$ cat config.mk
export PLATFORM = sky130hd
export DESIGN_NAME = opram_param
export DESIGN_NICKNAME = d
export VERILOG_FILES = /design/src/rtl/opram_pkg.sv /design/src/rtl/opram_clr_seq.sv /design/src/rtl/opram_param.sv
export SDC_FILE = /design/constraint.sdc
export NUM_CORES = 1
export LEC_CHECK = 0
export BUFFER_PORTS_ARGS = -buffer_cell sky130_fd_sc_hd__buf_2
export CAP_MARGIN = 5
export CELL_PAD_IN_SITES_DETAIL_PLACEMENT = 1
export CELL_PAD_IN_SITES_GLOBAL_PLACEMENT = 1
export CORE_UTILIZATION = 53
export DETAILED_ROUTE_END_ITERATION = 8
export GPL_TIMING_DRIVEN = 0
export PLACE_DENSITY = 0.91
export REMOVE_ABC_BUFFERS = 1
export SETUP_SLACK_MARGIN = 0.1
export SLEW_MARGIN = 20
export SYNTH_ARGS = -nofsm -noshare
export SYNTH_HDL_FRONTEND = slang
export SYNTH_SLANG_ARGS = --single-unit
$ cat constraint.sdc
create_clock -name clk -period 4.9 [get_ports clk]
set_input_delay 0.49 -clock clk [delete_from_list [all_inputs] [get_ports clk]]
set_output_delay 0.49 -clock clk [all_outputs]
set_load 0.005 [all_outputs]
$ cat src/rtl/opram_pkg.sv
// Shared constants, sequencer state type and helpers for the parametrised operand RAM.
package opram_pkg;

  localparam int unsigned RD_BYPASS   = 0;
  localparam int unsigned RD_PIPE     = 1;

  localparam int unsigned WR_NORMAL   = 0;
  localparam int unsigned WR_THROUGH  = 1;
  localparam int unsigned WR_RD_FIRST = 2;

  typedef enum logic {
    IDLE,
    CLEAR
  } clr_state_e;

  function automatic int unsigned nbe(input int unsigned data_w, input int unsigned byte_w);
    return data_w / byte_w;
  endfunction

endpackage

$ cat src/rtl/opram_clr_seq.sv
// Clear sequencer: walks every address once, writing zero, while holding off user accesses.
module opram_clr_seq
  import opram_pkg::*;
#(
  parameter int unsigned ADDR_W         = 3,
  parameter int unsigned CLEAR_ON_RESET = 1
) (
  input  logic              clk,
  input  logic              reset,
  input  logic              clr,
  output logic              busy,
  output logic              clr_we,
  output logic [ADDR_W-1:0] clr_ad
);

  clr_state_e        state_q;
  logic [ADDR_W-1:0] cnt_q;

  always_ff @(posedge clk or posedge reset) begin
    if (reset) begin
      state_q <= (CLEAR_ON_RESET != 0) ? CLEAR : IDLE;
      cnt_q   <= '0;
    end else begin
      unique case (state_q)
        IDLE: begin
          if (clr) state_q <= CLEAR;
        end
        CLEAR: begin
          // Counter wraps to zero naturally after the last address.
          cnt_q <= cnt_q + 1'b1;
          if (&cnt_q) state_q <= IDLE;
        end
      endcase
    end
  end

  assign busy   = (state_q == CLEAR);
  assign clr_we = busy;
  assign clr_ad = cnt_q;

endmodule

$ cat src/rtl/opram_param.sv
// Parametrised single-port operand RAM with byte lanes, selectable read/write modes and clear.
module opram_param
  import opram_pkg::*;
#(
  parameter int unsigned DATA_W         = 8,
  parameter int unsigned ADDR_W         = 3,
  parameter int unsigned BYTE_W         = 8,
  parameter int unsigned READ_MODE      = 0,
  parameter int unsigned WRITE_MODE     = 0,
  parameter int unsigned CLEAR_ON_RESET = 1,
  localparam int unsigned NBE           = nbe(DATA_W, BYTE_W),
  localparam int unsigned DEPTH         = 2 ** ADDR_W
) (
  input  logic              clk,
  input  logic              reset,
  input  logic              ce,
  input  logic              oce,
  input  logic              wre,
  input  logic [NBE-1:0]    be,
  input  logic [ADDR_W-1:0] ad,
  input  logic [DATA_W-1:0] din,
  input  logic              clr,
  output logic [DATA_W-1:0] dout,
  output logic              rd_valid,
  output logic              busy
);

  if ((DATA_W % BYTE_W) != 0 || WRITE_MODE > WR_RD_FIRST) begin : gen_bad_cfg
    $fatal(1, "opram_param: DATA_W must be a multiple of BYTE_W and WRITE_MODE <= 2");
  end

  logic              clr_we;
  logic [ADDR_W-1:0] clr_ad;

  opram_clr_seq #(
    .ADDR_W        (ADDR_W),
    .CLEAR_ON_RESET(CLEAR_ON_RESET)
  ) u_clr_seq (
    .clk   (clk),
    .reset (reset),
    .clr   (clr),
    .busy  (busy),
    .clr_we(clr_we),
    .clr_ad(clr_ad)
  );

  logic [DATA_W-1:0] mem [DEPTH];
  logic [DATA_W-1:0] rd_word;
  logic [DATA_W-1:0] merged;
  logic              accept;
  logic              wr_en;

  assign accept  = ce & ~busy;
  assign wr_en   = accept & wre;
  assign rd_word = mem[ad];

  always_comb begin
    merged = rd_word;
    for (int unsigned i = 0; i < NBE; i++) begin
      if (be[i]) merged[i*BYTE_W +: BYTE_W] = din[i*BYTE_W +: BYTE_W];
    end
  end

  // Array is intentionally not reset; the clear sequencer owns initialisation.
  always_ff @(posedge clk) begin
    if (clr_we) begin
      mem[clr_ad] <= '0;
    end else if (wr_en) begin
      mem[ad] <= merged;
    end
  end

  logic [DATA_W-1:0] s1_data_q, s1_data_d;
  logic              s1_valid_q, s1_valid_d;

  always_comb begin
    s1_data_d  = s1_data_q;
    s1_valid_d = 1'b0;
    if (accept) begin
      if (!wre) begin
        s1_data_d  = rd_word;
        s1_valid_d = 1'b1;
      end else if (WRITE_MODE == WR_THROUGH) begin
        s1_data_d  = merged;
        s1_valid_d = 1'b1;
      end else if (WRITE_MODE == WR_RD_FIRST) begin
        s1_data_d  = rd_word;
        s1_valid_d = 1'b1;
      end
    end
  end

  always_ff @(posedge clk or posedge reset) begin
    if (reset) begin
      s1_data_q  <= '0;
      s1_valid_q <= 1'b0;
    end else begin
      s1_data_q  <= s1_data_d;
      s1_valid_q <= s1_valid_d;
    end
  end

  if (READ_MODE == RD_PIPE) begin : gen_pipe
    logic [DATA_W-1:0] out_data_q;
    logic              out_valid_q;

    always_ff @(posedge clk or posedge reset) begin
      if (reset) begin
        out_data_q  <= '0;
        out_valid_q <= 1'b0;
      end else if (oce) begin
        out_data_q  <= s1_data_q;
        out_valid_q <= s1_valid_q;
      end
    end

    assign dout     = out_data_q;
    assign rd_valid = out_valid_q;
  end else begin : gen_bypass
    logic unused_oce;
    assign unused_oce = oce;
    assign dout       = s1_data_q;
    assign rd_valid   = s1_valid_q;
  end

endmodule

# ---- Word-level counts from Yosys, hierarchy flattened
# Memories as Yosys holds them, arrays and structs flattened.
# Cells that the tools add are included.
dict set report totals {
  ff_bits 13
  latch_bits 0
  ram_bits 64
  mem_bits_ro 0
  out_inout_bits 10
  n_memories 1
}
dict set report classes {
  add_sub_neg 1
  multipliers 0
  div_mod_pow 0
  n_lt_le_gt_ge 0
  eq_ne 0
  shifts 0
  muxes 14
  n_bitwise 4
  reduce_logical 3
}
# memory words width rd rd_clocked_by_memory_dff write_ports line_no
set mem_list {}
lappend mem_list {mem 8 8 1 0 1 opram_param.sv:47} ;# logic [DATA_W-1:0] mem [DEPTH];
# operator n
set op_table {}
lappend op_table {{$mux 8} 2}
lappend op_table {{$mux 1} 10}
lappend op_table {{$reduce_or 8->1} 1}
lappend op_table {{$add 3x1->3 const B} 1}
lappend op_table {{$mux 3} 1}
lappend op_table {{$reduce_and 3->1} 1}
lappend op_table {{$and 1x1->1} 2}
lappend op_table {{$not 1->1} 2}
lappend op_table {{$pmux 1 s2} 1}
lappend op_table {{$reduce_and 2->1} 1}

# ---- Longest topological paths before layout
dict set report depth {
  ltp_word 8
  depth_mapped 6
  depth_no_buf 4
}

# ---- Cells and area by module
# Synthesis repeated with hierarchy kept, for this count alone.
dict set report unflattened {
  hier_cells 202
  hier_area_um2 3249.4
}
# mod instances cells_per_inst area_per_inst_um2 seq_area_each_um2
set modules_own_cells {}
lappend modules_own_cells {opram_param 1 189 3071.7 2147.1}
lappend modules_own_cells {opram_clr_seq 1 13 177.7 101.3}

# ---- Worst setup path before layout
# OpenSTA, ideal clock, no wires.
dict set report synth_path {
  kind {reg2reg}
  start {register u_clr_seq.state_q, in the netlist u_clr_seq.busy}
  end {memory mem[2][0] (enable)}
  setup_time_ns 0.370
  arrival_time_ns 1.757
  slack_ns 2.773
  path_stages_with_launch 6
  path_cell_list {dfstp_2 -> buf_2 -> nand3b_4 -> buf_4 -> mux2_2 -> nor2_1}
}
dict set report synth_between {
  elab_chain_len 8
  word_cells_on_any_way 11
  cone_classes {mux: 7; bitwise: 3; reduce/logical: 1}
}
# element line_no
set synth_lines {}
lappend synth_lines {{start: declaration} opram_clr_seq.sv:16} ;# clr_state_e state_q;
lappend synth_lines {{start signal: assignment} opram_clr_seq.sv:21} ;# state_q <= (CLEAR_ON_RESET != 0) ? CLEAR : IDLE;
lappend synth_lines {{$not 1->1} opram_param.sv:53} ;# assign accept = ce & ~busy;
lappend synth_lines {{$and 1x1->1} opram_param.sv:53}
lappend synth_lines {{$and 1x1->1} opram_param.sv:54} ;# assign wr_en = accept & wre;
lappend synth_lines {{$mux 1} opram_param.sv:68} ;# end else if (wr_en) begin
lappend synth_lines {{$mux 1} opram_param.sv:66} ;# if (clr_we) begin
lappend synth_lines {{$mux 1 (implied by the code)} opram_param.sv:69} ;# mem[ad] <= merged;
lappend synth_lines {{$reduce_or 8->1 (no line)} -}
lappend synth_lines {{$mux 3 (no line) or $mux 1 (tied branches)} -}
lappend synth_lines {{end: declaration} opram_param.sv:47}
# Parallel ways exist; a longest one is shown, timed or not.

# ---- Worst setup path after layout
dict set report layout_path {
  start {register u_clr_seq.state_q, in the netlist u_clr_seq.busy}
  end {memory mem[6][6] (enable)}
}
# The elaborated chain is that of the path after synthesis.

==> results.md <==
* Diodes inserted at 0
* Half-perimeter wire length after placement at 4760 µm
* #FFs+latches synth at 77
* DRC at 0
* Worst path depth at 4
* Nets@finish at 256
* Required @ worst endpoint at 4.86 ns
* PwrDens at 576 nW/µm²
* GRT overflow at 0
* Largest net degree at the start of global routing at 35
* CTS tree: yes
* Commonest register cell after synthesis: edfxtp_1
* CP max stage delay at 0.84 ns
* Worst Tran Pin Value at 1.11 ns
* Fmax at 366 MHz
* CTS buffer count at 9
* Cts repair resizes at 0
* Drt via density at 6.02
* Synthesized area at 3230 µm²
* First-pass GRT wire length at 11600 µm
* Starting Density at 54.9%
* CP bufs+invs at 0
* Leak Pwr at 1.41 nW
* Post-Route WL at 7730 µm
* Via count at 1903
* Vias in the first global route at 2071
* Final setup vio count at 0
* Number of unique standard cell types used by synthesis at 32
* Number of fill cells at 547
* Die Area at 6410 µm²
* Worst-path maximum fanout at 12
* Pins Over Slew Limit at 0
* Tot Pwr at 2.09 mW
* Outcome: completed
* Area growth, synth to finish at 12.2%
* Final period utilization at 55.7%
* Row cnt at 28
* CTS root buf: clkbuf_8
* Sequential share of the synthesized area at 69.6%
* Core area at 5890 µm²
* Initial antenna violation count at 0
* CTS Buffer Depth at 2
* Max IR drop VDD at 0.356 mV
* Setup CP Type: flip-flop to flip-flop
* Syn Inst Count at 209
* Final hold vios at 0
* Slew margin rel. at 26.0%
* Routed Antenna Nets at 0
* CTS Sinks at 77
* RSZ-0062 raised after global routing: no
* Chip height at 80.1 µm
* Port bufs at 26
* Wire per inst at 24.5 µm
* Layout cells sized above 1 at 25.3%
* Die Wd at 80.1 µm
* Min cycle time layout at 2.73 ns
* Register-to-Register Path Depth at 4
* Avg Cell Area, Syn at 15.5 µm²
* Clk slew on worst S/H paths at 0.09 ns
* Drt pass-1 iters at 4
* Ys async rst share at 16.9%
* Postcts setup bufs at 0
* Clock skew at 0.0103 ns
* Post-synth EDFFs at 64
* Synth warn at 0
* Clk_lat worst skew at 0.35 ns
* CP max-delay cell: nor2_1
* Fin Hold WS at 0.201 ns
* Global Route Usage Sum at 26.6%
* Final Core Density at 61.6%
* Worst Setup Start Kind: flip-flop
* Initial DRC count at 170
* Max cap viols at 0
* Setup TNS at 0 ns
* Hold/Removal Path Class: input pin to async pin
* Number of top-level pins at 28
* Setup crit end kind: flip-flop
* CP arrival at 2.69 ns
* Gp weighted congestion at 0.745
* Crit-path cells: nand3b_4 -> mux2i_1 -> or2_2 -> nor2_1
* Cts hold-fix bufs at 0
* CTS H-tree lvls at 3
* Worst path top cell family by delay: simple AND/OR/NAND/NOR gates
cell type report:
class	instances	area, µm²	share of cell area, %
inverters	5	18.8	0.518
repair buffers	26	130	3.59
flip-flops and latches	77	2250	62.0
multi-input cells	117	872	24.1
clock inverters	7	138	3.80
clock buffers	9	124	3.42
well taps	75	93.8	2.59
worst reg2reg max path: stages (launching register included):
cell and delay (ns):
dfstp_2 0.66, nand3b_4 0.32, mux2i_1 0.19, or2_2 0.34, nor2_1 0.84
flip-flops by register name, summed over array words and instances (netlist names):
name	count
mem	64
dout	8
u_clr_seq.busy	1
rd_valid	1
u_clr_seq.clr_ad	3
synth_stat cells, drive strengths merged, types with 2 or more instances:
cell type   n  area share [%]
a211oi      8             2.0
a22oi       8             1.9
buf         8             2.6
clkbuf      2            0.23
dfrtp      12             9.3
edfxtp     64              59
ha          2            0.77
inv         5            0.58
mux2       15             5.2
mux2i      23             7.1
nand2      15             1.7
nor2       19             2.2
nor2b       2            0.39
o211ai      4            0.93
o21ai       8             1.2
o221ai      4             1.1
path summary, 6_finish.rpt:
path / from / end / slack, ns
max: u_clr_seq.busy / mem[6][6] / 2.17
min in group clk: clr / u_clr_seq.busy / 0.38
max reg2reg: u_clr_seq.busy / mem[6][6] / 2.17
min reg2reg: dout[4] / dout[4] / 0.49
max in group asynchronous: reset / u_clr_seq.clr_ad[0] / 4.29
min: reset / rd_valid / 0.20
cell usage in the layout (no fill, tap or decap), types with 4 or more instances in the layout:
cell        n
inv_1       5
mux2_2     15
clkbuf_8    9
o211ai_1    4
o221ai_1    4
a22oi_1     8
buf_2      26
nand2_1    15
mux2i_1    23
dfrtp_1    12
edfxtp_1   64
bufinv_16   4
nor2_1     19
a211oi_1    7
o21ai_0     7
through the flow:
step / instances / area (µm²) / setup slack, ns
global route: 316 / 3620 / 1.98
CTS: 316 / 3620 / 2.16
detailed placement: 300 / 3360 / 1.92
finish: 316 / 3620 / 2.17
global placement: 300 / 3360 / 2.11
floorplan: 199 / 3140 / 2.89
kinds of logic (layout without fill, tap and decap cells):
logic type	after synthesis	after routing	share of synthesized area, %
buffers and inverters	15	47	3.41
adders and majority gates	2	2	0.774
xor gates and xnor gates	1	1	0.271
DFF	77	77	69.6
AOI/OAI and AO/OA	34	34	7.63
and+or+nand+nor	42	42	5.96
muxes	38	38	12.4
report_power, final:
| part | switching [mW] | leakage (nW) | internal [mW] |
|---|---|---|---|
| registers | 0.0836 | 0.762 | 0.939 |
| logic | 0.291 | 0.521 | 0.153 |
| clock network | 0.234 | 0.129 | 0.388 |
| total | 0.609 | 1.41 | 1.48 |
per-layer routing:
metal,up-vias,wire [µm],GRT usage [%]
li1,847,-,-
met1,973,3160,31.4
met2,62,4050,45.6
met3,21,283,5.91
met4,0,234,13.6
met5,-,0,0
No activity file was read; power rests on OpenSTA's default activity.
